`src/rtl/freq_meter_pkg.sv`:
```
// freq_meter_pkg: FSM state type and counter saturation constant shared by freq_meter
package freq_meter_pkg;

    typedef enum logic [2:0] {IDLE, ARM, HIGH, LOW, DONE} state_e;

    // All-ones pattern; the top slices off its own CNT_W bits (CNT_W up to 64)
    localparam logic [63:0] SAT_VAL = '1;

endpackage

```
`src/rtl/freq_meter_sync.sv`:
```
// freq_meter_sync: multi-flop synchronizer bringing sig_i into the clk_in domain
module freq_meter_sync #(
    parameter int SYNC_STAGES = 2
) (
    input  logic clk_in,
    input  logic rst_n,
    input  logic sig_i,
    output logic sync_o
);

    logic [SYNC_STAGES-1:0] ff_q;

    // shift the asynchronous input through the flop chain
    always_ff @(posedge clk_in or negedge rst_n)
        if (!rst_n) ff_q <= '0;
        else        ff_q <= {ff_q[SYNC_STAGES-2:0], sig_i};

    assign sync_o = ff_q[SYNC_STAGES-1];

endmodule

```
`src/rtl/freq_meter.sv`:
```
// freq_meter: measures high/low time of sig_in in clk_in cycles.
// Optional FREQ_METER_DEBOUNCE_EN: accept a level change only after it is stable
// for 2 consecutive cycles (adds 2 cycles of edge latency, counts unchanged).
module freq_meter
    import freq_meter_pkg::*;
#(
    parameter int CNT_W       = 32,
    parameter int SYNC_STAGES = 2
) (
    input  logic             clk_in,
    input  logic             rst_n,
    input  logic             sig_in,
    input  logic             start,
    input  logic             cont,
    output logic             busy,
    output logic             meas_valid,
    output logic [CNT_W-1:0] high_cnt,
    output logic [CNT_W-1:0] low_cnt,
    output logic [CNT_W:0]   period,
    output logic             ovf
);

    localparam logic [CNT_W-1:0] SAT = SAT_VAL[CNT_W-1:0];

    state_e           state_q;
    logic [CNT_W-1:0] cnt_q;
    logic [CNT_W-1:0] cnt_d;
    logic             cont_q;
    logic             ovf_q;
    logic             sync_s;
    logic             lvl_q;
    logic             lvl_d;
    logic             sat_hit;
    logic             rise;
    logic             fall;

    freq_meter_sync #(.SYNC_STAGES(SYNC_STAGES)) u_sync (
        .clk_in (clk_in),
        .rst_n  (rst_n),
        .sig_i  (sig_in),
        .sync_o (sync_s)
    );

`ifdef FREQ_METER_DEBOUNCE_EN
    logic [1:0] dly_q;

    // delay line: a level is accepted once two successive samples agree
    always_ff @(posedge clk_in or negedge rst_n)
        if (!rst_n) dly_q <= '0;
        else        dly_q <= {dly_q[0], sync_s};

    assign lvl_d = (dly_q[0] == dly_q[1]) ? dly_q[1] : lvl_q;
`else
    assign lvl_d = sync_s;
`endif

    // lvl_q is the history flop; edges are the difference between new and old level
    assign rise    = lvl_d & ~lvl_q;
    assign fall    = ~lvl_d & lvl_q;
    assign sat_hit = (cnt_q == SAT);
    assign cnt_d   = sat_hit ? cnt_q : cnt_q + 1'b1;

    // measurement FSM with registered results and status outputs
    always_ff @(posedge clk_in or negedge rst_n)
        if (!rst_n) begin
            state_q    <= IDLE;
            cnt_q      <= '0;
            cont_q     <= 1'b0;
            ovf_q      <= 1'b0;
            lvl_q      <= 1'b0;
            busy       <= 1'b0;
            meas_valid <= 1'b0;
            high_cnt   <= '0;
            low_cnt    <= '0;
            period     <= '0;
            ovf        <= 1'b0;
        end else begin
            lvl_q      <= lvl_d;
            meas_valid <= 1'b0;
            case (state_q)
                IDLE: if (start) begin
                    state_q <= ARM;
                    cont_q  <= cont;
                    busy    <= 1'b1;
                end
                ARM: if (rise) begin
                    state_q <= HIGH;
                    cnt_q   <= CNT_W'(1);
                    ovf_q   <= 1'b0;
                end
                HIGH: if (fall) begin
                    high_cnt <= cnt_q;
                    cnt_q    <= CNT_W'(1);
                    state_q  <= LOW;
                end else begin
                    cnt_q <= cnt_d;
                    ovf_q <= ovf_q | sat_hit;
                end
                LOW: if (rise) begin
                    low_cnt    <= cnt_q;
                    period     <= {1'b0, high_cnt} + {1'b0, cnt_q};
                    ovf        <= ovf_q;
                    meas_valid <= 1'b1;
                    state_q    <= DONE;
                end else begin
                    cnt_q <= cnt_d;
                    ovf_q <= ovf_q | sat_hit;
                end
                DONE: if (cont_q) begin
                    state_q <= HIGH;
                    cnt_q   <= CNT_W'(2);
                    ovf_q   <= 1'b0;
                end else begin
                    state_q <= IDLE;
                    busy    <= 1'b0;
                end
                default: state_q <= IDLE;
            endcase
        end

endmodule

```
`config.mk`:
```
export PLATFORM = sky130hd
export DESIGN_NAME = freq_meter
export DESIGN_NICKNAME = d
export VERILOG_FILES = /design/src/rtl/freq_meter_pkg.sv /design/src/rtl/freq_meter_sync.sv /design/src/rtl/freq_meter.sv
export SDC_FILE = /design/constraint.sdc
export NUM_CORES = 1
export LEC_CHECK = 0
export ABC_CLOCK_PERIOD_IN_PS = 5630
export CAP_MARGIN = 10
export CORE_MARGIN = 2
export CORE_UTILIZATION = 45
export DETAILED_ROUTE_END_ITERATION = 8
export GPL_ROUTABILITY_DRIVEN = 0
export PLACE_DENSITY = 0.8
export SLEW_MARGIN = 30
export SYNTH_ARGS = -nofsm -noshare
export SYNTH_HDL_FRONTEND = slang
export SYNTH_SLANG_ARGS = --single-unit
```
`constraint.sdc`:
```
create_clock -name clk_in -period 5.63 [get_ports clk_in]
set_clock_uncertainty 0.1 [all_clocks]
set_input_delay 1.126 -clock clk_in [delete_from_list [all_inputs] [get_ports clk_in]]
set_output_delay 1.126 -clock clk_in [all_outputs]
set_load 0.02 [all_outputs]
```
After elaboration in Yosys (flattened, before gate mapping)
Cells that the tools add are included.
- input port bits: 5
- word-level logic and storage cells: 64
- output and inout bits: 100
- bits in registers: 140
- eq/ne operators: 13
- muxes and demuxes: 22
- $add $sub $neg: 2
- reductions and logical operators: 10
- bitwise operators: 5
- operators by type and width (operator ; count):
    32-bit two-way mux ; 5
    32-bit one-hot mux with 4 select lines ; 1
    32-bit by 32-bit adder with 33-bit output ; 1
    32-bit by 1-bit adder with 32-bit output (second input constant) ; 1
    32-bit equality test (second input constant) ; 1
    2-bit inequality test (second input constant) ; 8
    3-bit one-hot mux with 5 select lines ; 1
    3-bit two-way mux ; 4
    1-bit two-way mux ; 8
    4-bit AND reduction ; 2
    3-bit by 2-bit equality test with 1-bit output (second input constant) ; 2
    2-bit AND reduction ; 3
    5-bit AND reduction ; 1
    1-bit one-hot mux with 4 select lines ; 1
    4-bit nonzero test ; 1
    3-bit by 1-bit equality test with 1-bit output (second input constant) ; 1
    3-bit equality test (second input constant) ; 1
    3-bit logical NOT ; 1
    3-bit AND reduction ; 1
    1-bit bitwise AND ; 2
    2-bit two-way mux ; 1
    1-bit inverter ; 2
    1-bit one-hot mux with 2 select lines ; 1
    2-bit nonzero test ; 1
    1-bit bitwise OR ; 1

Logic depth before layout (Yosys ltp)
Gate-level depths: netlist (run 1).
- word-level depth: 4
- gate-level depth with buffers: 10

Hierarchy
From an unflattened synthesis (run 1), not the netlist that was laid out.
- cells, all modules: 787
- area total of the unflattened synthesis: 7463.4 µm²
- modules (own cells, without submodules) (module ; cells each ; area an instance (µm²) ; times used ; seq. area each (µm²)):
    freq_meter ; 785 ; 7413.4 ; 1 ; 3453.3
    freq_meter_sync ; 2 ; 50.0 ; 1 ; 50.0

Worst setup path after synthesis (run 1)
No wires, ideal clock.
- path kind: register to register
- start point: register high_cnt[0]
- end point: register period[32]
- required time: 5.409 ns
- arrival time: 2.505 ns
- slack: 2.904 ns
- cell stages (with the launch flop): 11
- path buffers: 0
- clock period less this slack: 2.726 ns
- cells stage by stage: dfrtp_1 > ha_1 > fa_1 > a21o_1 > nand4_1 > a21oi_1 > a2111oi_4 > o221ai_1 > o21ai_0 > a21oi_1 > o22a_1
- cells in the longest elaborated chain, start to end: 1
- ends and longest elaborated chain (element ; RTL line ; RTL):
    start, declared ; freq_meter.sv:17 ; output logic [CNT_W-1:0] high_cnt,
    start signal, assigned ; freq_meter.sv:92 ; high_cnt <= cnt_q;
    32-bit by 32-bit adder with 33-bit output ; freq_meter.sv:101 ; period <= {1'b0, high_cnt} + {1'b0, cnt_q};
    end signal, assigned ; freq_meter.sv:101 ;
    end, declared ; freq_meter.sv:19 ; output logic [CNT_W:0] period,
No other way between the ends.
A chain may end at the register's enable or synchronous reset.

Worst setup path after layout (run 1)
- start point: register cnt_q[6]
- end point: register period[29]
- cells in the longest elaborated chain, start to end: 1
- ends and longest elaborated chain (element ; RTL line ; RTL):
    start, declared ; freq_meter.sv:26 ; logic [CNT_W-1:0] cnt_q;
    start signal, assigned ; freq_meter.sv:96 ; cnt_q <= cnt_d;
    start signal, assigned ; freq_meter.sv:106 ; cnt_q <= cnt_d;
    32-bit by 32-bit adder with 33-bit output ; freq_meter.sv:101 ;
No other way between the ends.

==> impl_results.md, run 1 <==
* CTS Buffer Depth at 2
* Seq cells post-synth at 140
* Num rows at 47
* H-tree levels at 4
* Pre-CTS setup slack at 2.40 ns
* Final worst setup slack at 2.50 ns
* Antenna cells at 0
* Fin crit period at 3.13 ns
* Area added between synthesis and finish at 24.2%
* Critical-path top delay cell: dfrtp_1
* Simple-gate share of the synthesized area at 0.194
* Worst Path Buf+Inv at 0
* # resized after CTS at 0
* Mux share of post-synthesis cell area at 0.0511
* Cell area after synthesis at 7470 µm²
* CP endpoint kind: register
* EDFF count, synth at 0
* Reg-to-reg slack, setup at 2.50 ns
* Hold-fix buffers, CTS at 0
* Synth warn at 0
* WP data arrival at 3.31 ns
* Async set or reset register ratio after synthesis at 1.00
* Initial DRC Count at 432
* Hpwl dp at 12,500 µm
* Hold depth at 0
* Synth Net Count at 835
* Detail Route Antenna Nets at 0
* TritonCTS clock tree: built
* DR DRC count at 0
* Avg Inst Size Synth at 9.38 µm²
* DR vias at 6,082
* Post-route clock period utilization at 0.555
* Area contributors post-synth: dfrtp_1, nand2_1, ha_1, mux2_2, o21ai_0
* Hold Fails Final Rpt at 0
* Post-route cell area at 9280 µm²
* I/O pin cnt at 105
* Clock Tree Root: clkbuf_16
* Max Cap Viol at 0
* Netlist cell types at 58
* Outcome: completed
* Setup TNS at 0 ns
* Layout Cells excl Fill at 1,120
* Max Fanout on Critical Path at 8
* Worst path max stage delay at 0.45 ns
* Final Slew Violations at 0
* FF-to-FF Start: cnt_q[6]
* First-pass GRT wire length at 29,400 µm
* Adder-Cell Fraction of Synth Area at 0.0580
* GRT Util Overall at 0.209
* Largest net degree at the start of global routing at 109
* Vias in the first global route at 5,811
* CTS Buf Count at 17
* Main combinational cell family by area after synthesis: simple AND/OR/NAND/NOR gates
* Compound-Gate Fraction of Synth Area at 0.145
* Drt via density at 5.43
* Crit Path Category: reg2reg
* Worst path required time at 5.81 ns
* PD cells at 422 nW/µm²
* Syn Inst Count at 796
* Synth top area share at 0.469
* # nets final at 926
* DR WL/cell at 15.7 µm
* Clk Latency, worst-skew pair at 0.43 ns
* Worst r2r path cells at 9
* Final wirelength at 17,500 µm
* Die Span Y at 133 µm
* TritonCTS Sinks at 140
* Core area at 16,400 µm²
* Initial antenna violation count at 0
* Worst-Margin Slew at 0.850 ns
* Global route overflow at 0
* Worst min path class: reg2reg
* Initial core utilization at 0.455
* DIE WIDTH at 133 µm
* Clk pin slew, worst setup/hold paths at 0.06 ns
* Drt pass-1 iters at 5
* Cell-by-cell trace of the critical path: ha_1 -> a2111oi_0 -> o21ai_0 -> a31oi_2 -> o21ai_1 -> a31oi_2 -> o221ai_1 -> xnor2_1 -> o21ai_0
* Post-Place Cell Area at 8690 µm²
* Seq/Total Area, Yosys at 0.469
* Port Buf Inserts at 104
* Max Clk Rate at 320 MHz
* Share of cells above drive strength 1 at 0.0922
* CP delay by family, top: compound AO/OA/AOI/OAI gates
* Die Area at 17,600 µm²
* Final setup viols at 0
* Slew headroom at 0.433
* Post-Place Cells at 1,088
* Hold EP: u_sync.ff_q[1]
* Setup repair bufs after CTS at 0
* LEAKAGE at 4.33 nW
* Hold WS at 0.265 ns
* Reg2reg end: period[29]
* Max IR drop VDD at 0.241 mV
* Main synth FF type: dfrtp_1
* Worst Setup Start Kind: register
* Post-Synth XOR/XNOR Area at 0.0563
* Fill cells at 1,417
* Unrepaired setup endpoints after global routing: false
* Yosys top cell by area: dfrtp_1
* Hold Startpoint: u_sync.ff_q[0]
-- per-layer routing --
layer / GRT usage / vias up / part of all wire
li1: - / 2973 / -
met1: 0.282 / 2943 / 0.47
met2: 0.330 / 142 / 0.48
met3: 0.0452 / 24 / 0.038
met4: 0.0800 / 0 / 0.017
met5: 0 / - / 0
-- state kept, by name, indices dropped and copies added (netlist names) --
name	cells
busy	1
cnt_q	32
cont_q	1
high_cnt	32
low_cnt	32
lvl_q	1
meas_valid	1
ovf	1
ovf_q	1
period	33
state_q	3
u_sync.ff_q	2
-- Yosys cell counts, types with 3 or more instances --
| cell type | n |
|---|---|
| a211oi_1 | 5 |
| a21o_1 | 17 |
| a21oi_1 | 38 |
| a31oi_1 | 5 |
| and2_1 | 3 |
| and3_1 | 11 |
| and4_1 | 5 |
| clkbuf_1 | 36 |
| dfrtp_1 | 140 |
| ha_1 | 33 |
| inv_1 | 13 |
| mux2_2 | 33 |
| nand2_1 | 173 |
| nand2b_1 | 3 |
| nand3_1 | 25 |
| nand4_1 | 15 |
| nor2_1 | 46 |
| nor2b_1 | 7 |
| nor3_1 | 9 |
| nor3_2 | 3 |
| o211ai_1 | 5 |
| o21a_1 | 3 |
| o21ai_0 | 67 |
| o21ai_1 | 3 |
| o21bai_1 | 4 |
| o31ai_1 | 6 |
| or3_1 | 6 |
| xnor2_1 | 24 |
| xor2_1 | 24 |
-- final cells by class --
cell class,instances,area (µm²),share of cell area
clock buffers,21,470,0.0507
clock inverters,11,116,0.0125
inverters,14,52.6,0.00566
multi-input cells,604,3770,0.406
flip-flops and latches,140,3500,0.378
well taps,220,275,0.0297
repair buffers,110,1090,0.117
-- worst max-delay path by stage --
stage | startpoint | endpoint | slack [ns] | cells after the start
global route | cnt_q[6] | period[29] | 2.22 | 9
global placement | start | cnt_q[24] | 2.46 | 7
detailed placement | start | cnt_q[24] | 2.40 | 7
floorplan | high_cnt[0] | period[32] | 2.90 | 10
finish | cnt_q[6] | period[29] | 2.50 | 9
CTS | cnt_q[6] | period[29] | 2.49 | 9
-- kinds of logic after synthesis --
group / Yosys count
and+or+nand+nor: 315
AOI/OAI and AO/OA: 173
DFF: 140
xor gates and xnor gates: 48
buffers and inverters: 52
adders and majority gates: 34
muxes: 34
-- report_power, final --
part           switching (mW)  leakage (nW)  internal (mW)  total, mW
sequential              0.221          1.90           1.24       1.46
combinational           0.756          2.14          0.591       1.35
clock                   0.426         0.285          0.683       1.11
total                    1.40          4.33           2.51       3.92
-- cells in the final DEF, fill, tap and decap left out, types with 4 or more instances in the layout --
master | synthesis | final
nand2_1 | 173 | 172
dfrtp_1 | 140 | 140
clkdlybuf4s50_1 | 0 | 103
o21ai_0 | 67 | 67
nor2_1 | 46 | 46
a21oi_1 | 38 | 38
mux2_2 | 33 | 33
ha_1 | 33 | 33
nand3_1 | 25 | 25
xor2_1 | 24 | 24
xnor2_1 | 24 | 24
a21o_1 | 17 | 17
clkbuf_16 | 0 | 17
nand4_1 | 15 | 15
inv_1 | 13 | 13
and3_1 | 11 | 11
nor3_1 | 9 | 9
nor2b_1 | 7 | 7
o31ai_1 | 6 | 6
or3_1 | 6 | 6
buf_4 | 0 | 6
and4_1 | 5 | 5
a211oi_1 | 5 | 5
a31oi_1 | 5 | 5
o211ai_1 | 5 | 5
clkinv_2 | 0 | 5
o21bai_1 | 4 | 4
clkbuf_8 | 0 | 4
-- worst register-to-register path, delay by kind of cell, from the launching register on --
| family | cells | cell delay, ns |
|---|---|---|
| fa+ha+maj | 1 | 0.39 |
| compound gates | 7 | 1.84 |
| flops | 1 | 0.45 |
| xor+xnor | 1 | 0.21 |
-- metrics by stage --
step	utilization	power, mW
global placement	0.529	2.79
floorplan	-	2.22
detailed placement	0.529	2.82
global route	0.565	4.13
finish	0.565	3.92
CTS	0.565	3.94
Note: power is estimated with default switching activity, not from simulation.
==> inputs of run 2 (changes only) <==
--- a/config.mk
+++ b/config.mk
@@ -5,13 +5,13 @@
 export SDC_FILE = /design/constraint.sdc
 export NUM_CORES = 1
 export LEC_CHECK = 0
-export ABC_CLOCK_PERIOD_IN_PS = 5630
+export ABC_CLOCK_PERIOD_IN_PS = 2600
 export CAP_MARGIN = 10
 export CORE_MARGIN = 2
 export CORE_UTILIZATION = 45
 export DETAILED_ROUTE_END_ITERATION = 8
 export GPL_ROUTABILITY_DRIVEN = 0
-export PLACE_DENSITY = 0.8
+export PLACE_DENSITY = 0.82
 export SLEW_MARGIN = 30
 export SYNTH_ARGS = -nofsm -noshare
 export SYNTH_HDL_FRONTEND = slang
==> constraint.sdc (replaced) <==
create_clock -name clk_in -period 2.6 [get_ports clk_in]
set_clock_uncertainty 0.1 [all_clocks]
set_input_delay 0.52 -clock clk_in [delete_from_list [all_inputs] [get_ports clk_in]]
set_output_delay 0.52 -clock clk_in [all_outputs]
set_load 0.02 [all_outputs]
==> impl_results.md, run 2 (synthesis gave the netlist of run 1 again) <==
* Initial core utilization at 0.455 (unchanged)
* CTS Buf Count at 17 (unchanged)
* Pre-CTS setup slack at -0.0786 ns (-2.47 ns)
* Drt pass-1 iters at 7 (+2)
* LEAKAGE at 4.74 nW (+9.3%)
* Area added between synthesis and finish at 34.0%
* Detail Route Antenna Nets at 0 (unchanged)
* Max IR drop VDD at 0.549 mV (+130%)
* Max Fanout on Critical Path at 4 (-4)
* TritonCTS Sinks at 140 (unchanged)
* Post-route clock period utilization at 0.998 (+0.442)
* Hold-fix buffers, CTS at 0 (unchanged)
* I/O pin cnt at 105 (unchanged)
* Global route overflow at 0 (unchanged)
* Number of flip-flops under the largest register name at 33 (unchanged)
* WL met3 at 874 µm (+30%)
* CP endpoint kind: register
* H-tree levels at 4 (unchanged)
* CTS Buffer Depth at 2 (unchanged)
* Worst-Margin Slew at 0.620 ns (-0.230 ns)
* Wire length on met1 at 8620 µm (+4.7%)
* Fin crit period at 2.59 ns (-0.533 ns)
* Final wirelength at 19,600 µm (+12%)
* Final Slew Violations at 0 (unchanged)
* DIE WIDTH at 133 µm (unchanged)
* Antenna cells at 0 (unchanged)
* Clock Tree Root: clkbuf_16
* Most common cell after layout, fill and taps aside: nand2_1
* Met2 wire length at 9610 µm (+15%)
* Unrepaired setup endpoints after global routing: true
* Hold Fails Final Rpt at 11 (+11)
* Die Span Y at 133 µm (unchanged)
* Final worst setup slack at 0.00554 ns (-2.50 ns)
* Max Clk Rate at 385 MHz (+21%)
* Initial DRC Count at 593 (+37%)
* Vias in the first global route at 6,309 (+8.6%)
* Share of cells above drive strength 1 at 0.178 (+0.0856)
* Failing checks: negative hold slack
* Worst Setup Start Kind: register
* Hold WS at -0.0296 ns (-0.295 ns)
* Top reg by flops: period
* Clk pin slew, worst setup/hold paths at 0.06 ns (about the same)
* Clk Latency, worst-skew pair at 0.43 ns (about the same)
* Die Area at 17,600 µm² (unchanged)
* Outcome: complete, but fails checks
* WP data arrival at 2.80 ns (-0.51 ns)
* GRT Util Overall at 0.227 (+0.0184)
* DR DRC count at 0 (unchanged)
* Top Metal Used: met4
* Worst min path class: in2async
* Worst path required time at 2.80 ns (-3.01 ns)
* Slew headroom at 0.587 (+0.153)
* PD cells at 916 nW/µm² (+120%)
* Largest net degree at the start of global routing at 66 (-39%)
* Num rows at 47 (unchanged)
* First-pass GRT wire length at 32,000 µm (+8.8%)
* Drt via density at 5.47 (+0.64%)
* Max Cap Viol at 0 (unchanged)
* # nets final at 999 (+7.9%)
* Hpwl dp at 13,800 µm (+10%)
* Crit Path Category: reg2reg
* Commonest non-fill, non-tap cells in the layout: nand2_1, dfrtp_1, clkdlybuf4s50_1
* DR vias at 6,520 (+7.2%)
* TritonCTS clock tree: built
* Tot Pwr at 9.17 mW (+130%)
* Final setup viols at 0 (unchanged)
* Fill cells at 1,292 (-8.8%)
* Core area at 16,400 µm² (unchanged)
* Port Buf Inserts at 104 (unchanged)
* DR WL/cell at 16.5 µm (+5.1%)
* Initial antenna violation count at 0 (unchanged)
[run 2: changes by cell type in the layout (fill, tap and decap cells not counted), sizes merged]
cell      change
clkbuf        -2
clkinvlp      -2
clkinv        -1
inv           +2
bufinv        +2
buf          +74
[run 2: layer usage]
layer | up-vias | global-route usage
met2 | 190 | 0.375
met1 | 3168 | 0.291
met5 | - | 0
met3 | 34 | 0.0506
met4 | 0 | 0.0896
li1 | 3128 | -
[run 2: layout make-up]
cell class,count,area (µm²),area share
clock inverters,12,185,0.0185
inverters,14,52.6,0.00525
multi-input cells,604,3880,0.388
flip-flops and latches,140,3510,0.350
clock buffers,20,447,0.0446
well taps,220,275,0.0275
repair buffers,183,1660,0.166
[run 2: final timing paths]
| kind | slack (ns) | cells past startpoint | start | endpoint |
|---|---|---|---|---|
| max | 0.006 | 11 | high_cnt[0] | period[26] |
| min | -0.03 | 1 | rst_n | period[17] |
| max reg2reg | 0.006 | 11 | high_cnt[0] | period[26] |
| min reg2reg | 0.26 | 0 | u_sync.ff_q[0] | u_sync.ff_q[1] |
| max in group asynchronous | 1.72 | 2 | rst_n | low_cnt[9] |
| min in group clk_in | 0.26 | 0 | u_sync.ff_q[0] | u_sync.ff_q[1] |
[run 2: report_power, final]
group | total (mW) | internal [mW] | switching [mW]
Sequential | 3.08 | 2.68 | 0.401
Clock | 2.60 | 1.64 | 0.960
Combinational | 3.48 | 1.60 | 1.88
[run 2: critical path, stage by stage (launching register included)]
cell       delay (ns)
dfrtp_2          0.44
ha_4             0.18
fa_2             0.33
a21o_1           0.19
nand4_1          0.13
a21oi_2          0.10
a2111oi_4        0.21
buf_4            0.19
o211ai_1         0.14
a41oi_2          0.23
xor2_1           0.16
o21ai_1          0.07
[run 2: timing repair]
action	in CTS	in global routing
cloned	0	0
setup endpoints to repair	11	19
resized for setup	5	17
pin swaps	8	4
buffers inserted	2	1
[run 2: stage by stage]
step	hold WS [ns]	utilization	TNS (ns)	cells	cell area (µm²)
finish	-0.0296	0.610	0	1193	10000
global route	0.0231	0.610	-0.489	1193	10000
CTS	0.00244	0.605	0	1192	9930
detailed placement	0.246	0.564	-0.237	1158	9260
global placement	0.233	0.564	-0.0555	1158	9260
floorplan	0.124	-	0	796	7490
==> inputs of run 3 (changes only) <==
--- a/config.mk
+++ b/config.mk
@@ -7,6 +7,7 @@
 export LEC_CHECK = 0
 export ABC_CLOCK_PERIOD_IN_PS = 2600
 export CAP_MARGIN = 10
+export CORE_ASPECT_RATIO = 2
 export CORE_MARGIN = 2
 export CORE_UTILIZATION = 45
 export DETAILED_ROUTE_END_ITERATION = 8
==> impl_results.md, run 3 (synthesis gave the netlist of run 1 again) <==
* Final wirelength at 21,200 µm (+8.1%)
* Antenna cells at 0 (unchanged)
* Max Cap Viol at 0 (unchanged)
* Max IR drop VDD at 0.508 mV (-7.5%)
* Post-route clock period utilization at 1.05 (+0.0489)
* DR DRC count at 0 (unchanged)
* CTS Buf Count at 17 (unchanged)
* Die Area at 17,700 µm² (+0.35%)
* DR vias at 6,774 (+3.9%)
* Clock Tree Root: clkbuf_16
* Met2 wire length at 11,500 µm (+19%)
* DIE WIDTH at 95.1 µm (-28%)
* Failing checks: negative hold slack, negative setup slack
* Initial antenna violation count at 0 (unchanged)
* CTS Buffer Depth at 2 (unchanged)
* Number of flip-flops under the largest register name at 33 (unchanged)
* WL met3 at 961 µm (+10%)
* FF-to-FF Start: high_cnt[0]
* Worst path max stage delay at 0.43 ns (about the same)
* I/O pin cnt at 105 (unchanged)
* Worst Path Buf+Inv at 1 (unchanged)
* Most common cell after layout, fill and taps aside: nand2_1
* WP data arrival at 2.91 ns (+0.11 ns)
* CP endpoint kind: register
* Port Buf Inserts at 104 (unchanged)
* Area added between synthesis and finish at 36.6%
* Post-Place Cells at 1,153 (-0.43%)
* Outcome: complete, but fails checks
* LEAKAGE at 4.85 nW (+2.4%)
* TritonCTS clock tree: built
* Vias in the first global route at 6,939 (+10%)
* Max Clk Rate at 367 MHz (-4.7%)
* Fin crit period at 2.72 ns (+0.127 ns)
* Initial core utilization at 0.459 (+0.00389)
* Post-route cell area at 10,200 µm² (+1.9%)
* DR WL/cell at 17.8 µm (+8.3%)
* First-pass GRT wire length at 34,000 µm (+6.3%)
* Top reg by flops: period
* Global route overflow at 0 (unchanged)
* Detail Route Antenna Nets at 0 (unchanged)
* Hpwl dp at 15,100 µm (+9.6%)
* Crit Path Category: reg2reg
* Initial DRC Count at 391 (-34%)
* Cell-by-cell trace of the critical path: ha_4 -> fa_2 -> a21o_1 -> nand4_1 -> a21oi_2 -> a2111oi_4 -> buf_4 -> o211ai_1 -> a41oi_2 -> xor2_1 -> o21ai_1
* Final setup viols at 7 (+7)
* Core area at 16,300 µm² (-0.85%)
* Worst Setup Start Kind: register
* Share of cells above drive strength 1 at 0.190 (+0.0127)
* Commonest non-fill, non-tap cells in the layout: nand2_1, dfrtp_1, clkdlybuf4s50_1
* Max Fanout on Critical Path at 4 (unchanged)
* Die Span Y at 186 µm (+40%)
* Setup TNS at -0.293 ns (-0.293 ns)
* Wire length on met1 at 7550 µm (-12%)
* Worst path required time at 2.79 ns (about the same)
* GRT Util Overall at 0.248 (+0.0214)
* Final worst setup slack at -0.122 ns (-0.127 ns)
* H-tree levels at 4 (unchanged)
* Tot Pwr at 9.34 mW (+1.9%)
* Post-Place Cell Area at 9360 µm² (+1.1%)
* Layout Cells excl Fill at 1,191 (-0.17%)
* PD cells at 916 nW/µm² (about the same)
* Unrepaired setup endpoints after global routing: true
* Hold Fails Final Rpt at 1 (-10)
* Critical-path top delay cell: dfrtp_2
* Slew headroom at 0.563 (-0.0235)
* Drt via density at 5.69 (+4.1%)
* # nets final at 1,013 (+1.4%)
* Worst min path class: in2async
* Clk Latency, worst-skew pair at 0.43 ns (about the same)
* Final Slew Violations at 0 (unchanged)
* Hold WS at -0.00588 ns (+0.0237 ns)
* CP delay by family, top: compound AO/OA/AOI/OAI gates
* Clk pin slew, worst setup/hold paths at 0.07 ns (about the same)
* TritonCTS Sinks at 140 (unchanged)
* Largest net degree at the start of global routing at 68 (+3.0%)
* Worst-Margin Slew at 0.655 ns (+0.0353 ns)
* Top Metal Used: met4
* Critical Path Start: high_cnt[0]
* Num rows at 66 (+40%)
* Drt pass-1 iters at 6 (-1)
-- run 3: cell count changes in the layout (fill, tap and decap cells not counted), moves of 3 or more --
| cell | previous run | this run |
|---|---|---|
| buf_12 | 2 | 5 |
| buf_4 | 77 | 88 |
| clkinv_4 | 3 | 0 |
| o21ai_0 | 61 | 58 |
| o21ai_1 | 7 | 10 |
-- run 3: worst paths after layout --
path / to / slack (ns) / depth (start not counted)
worst max-delay path: period[26] / -0.12 / 11
worst min-delay path: low_cnt[31] / -0.006 / 1
worst max register to register: period[26] / -0.12 / 11
worst min register to register: u_sync.ff_q[1] / 0.25 / 0
max in group asynchronous: period[11] / 1.77 / 2
min in group clk_in: u_sync.ff_q[1] / 0.25 / 0
-- run 3: layout make-up --
cell class                 count  area [µm²]
fill                        1240        6070
clock inverter                12         219
clock buffer                  20         437
tap                          204         255
timing repair buffer         197        1800
inverter                      14        52.6
sequential                   140        3500
multi-input combinational    604        3930
-- run 3: metrics by stage --
step	hold WS [ns]	utilization	worst slack, ns
floorplan	0.124	-	0.000241
global placement	0.234	0.575	-0.0717
detailed placement	0.235	0.575	-0.145
CTS	0.0205	0.620	-0.0460
global route	0.0437	0.627	-0.218
finish	-0.00588	0.627	-0.122
-- run 3: timing repair --
action / in CTS / in global routing
hold buffers: 0 / 0
pin swaps: 10 / 11
setup buffers: 4 / 2
resized for setup: 11 / 21
setup endpoints to repair: 14 / 21
-- run 3: routing by layer --
metal | up-vias | track usage
li1 | 3148 | -
met1 | 3269 | 0.264
met2 | 274 | 0.438
met3 | 83 | 0.0415
met4 | 0 | 0.170
met5 | - | 0
-- run 3: power by group --
| group | switching [mW] | total [mW] | leakage [nW] | internal [mW] |
|---|---|---|---|---|
| Combinational | 1.93 | 3.54 | 2.63 | 1.61 |
| Sequential | 0.380 | 3.06 | 1.90 | 2.68 |
| Clock | 0.941 | 2.74 | 0.314 | 1.80 |
| Total | 3.25 | 9.34 | 4.85 | 6.09 |
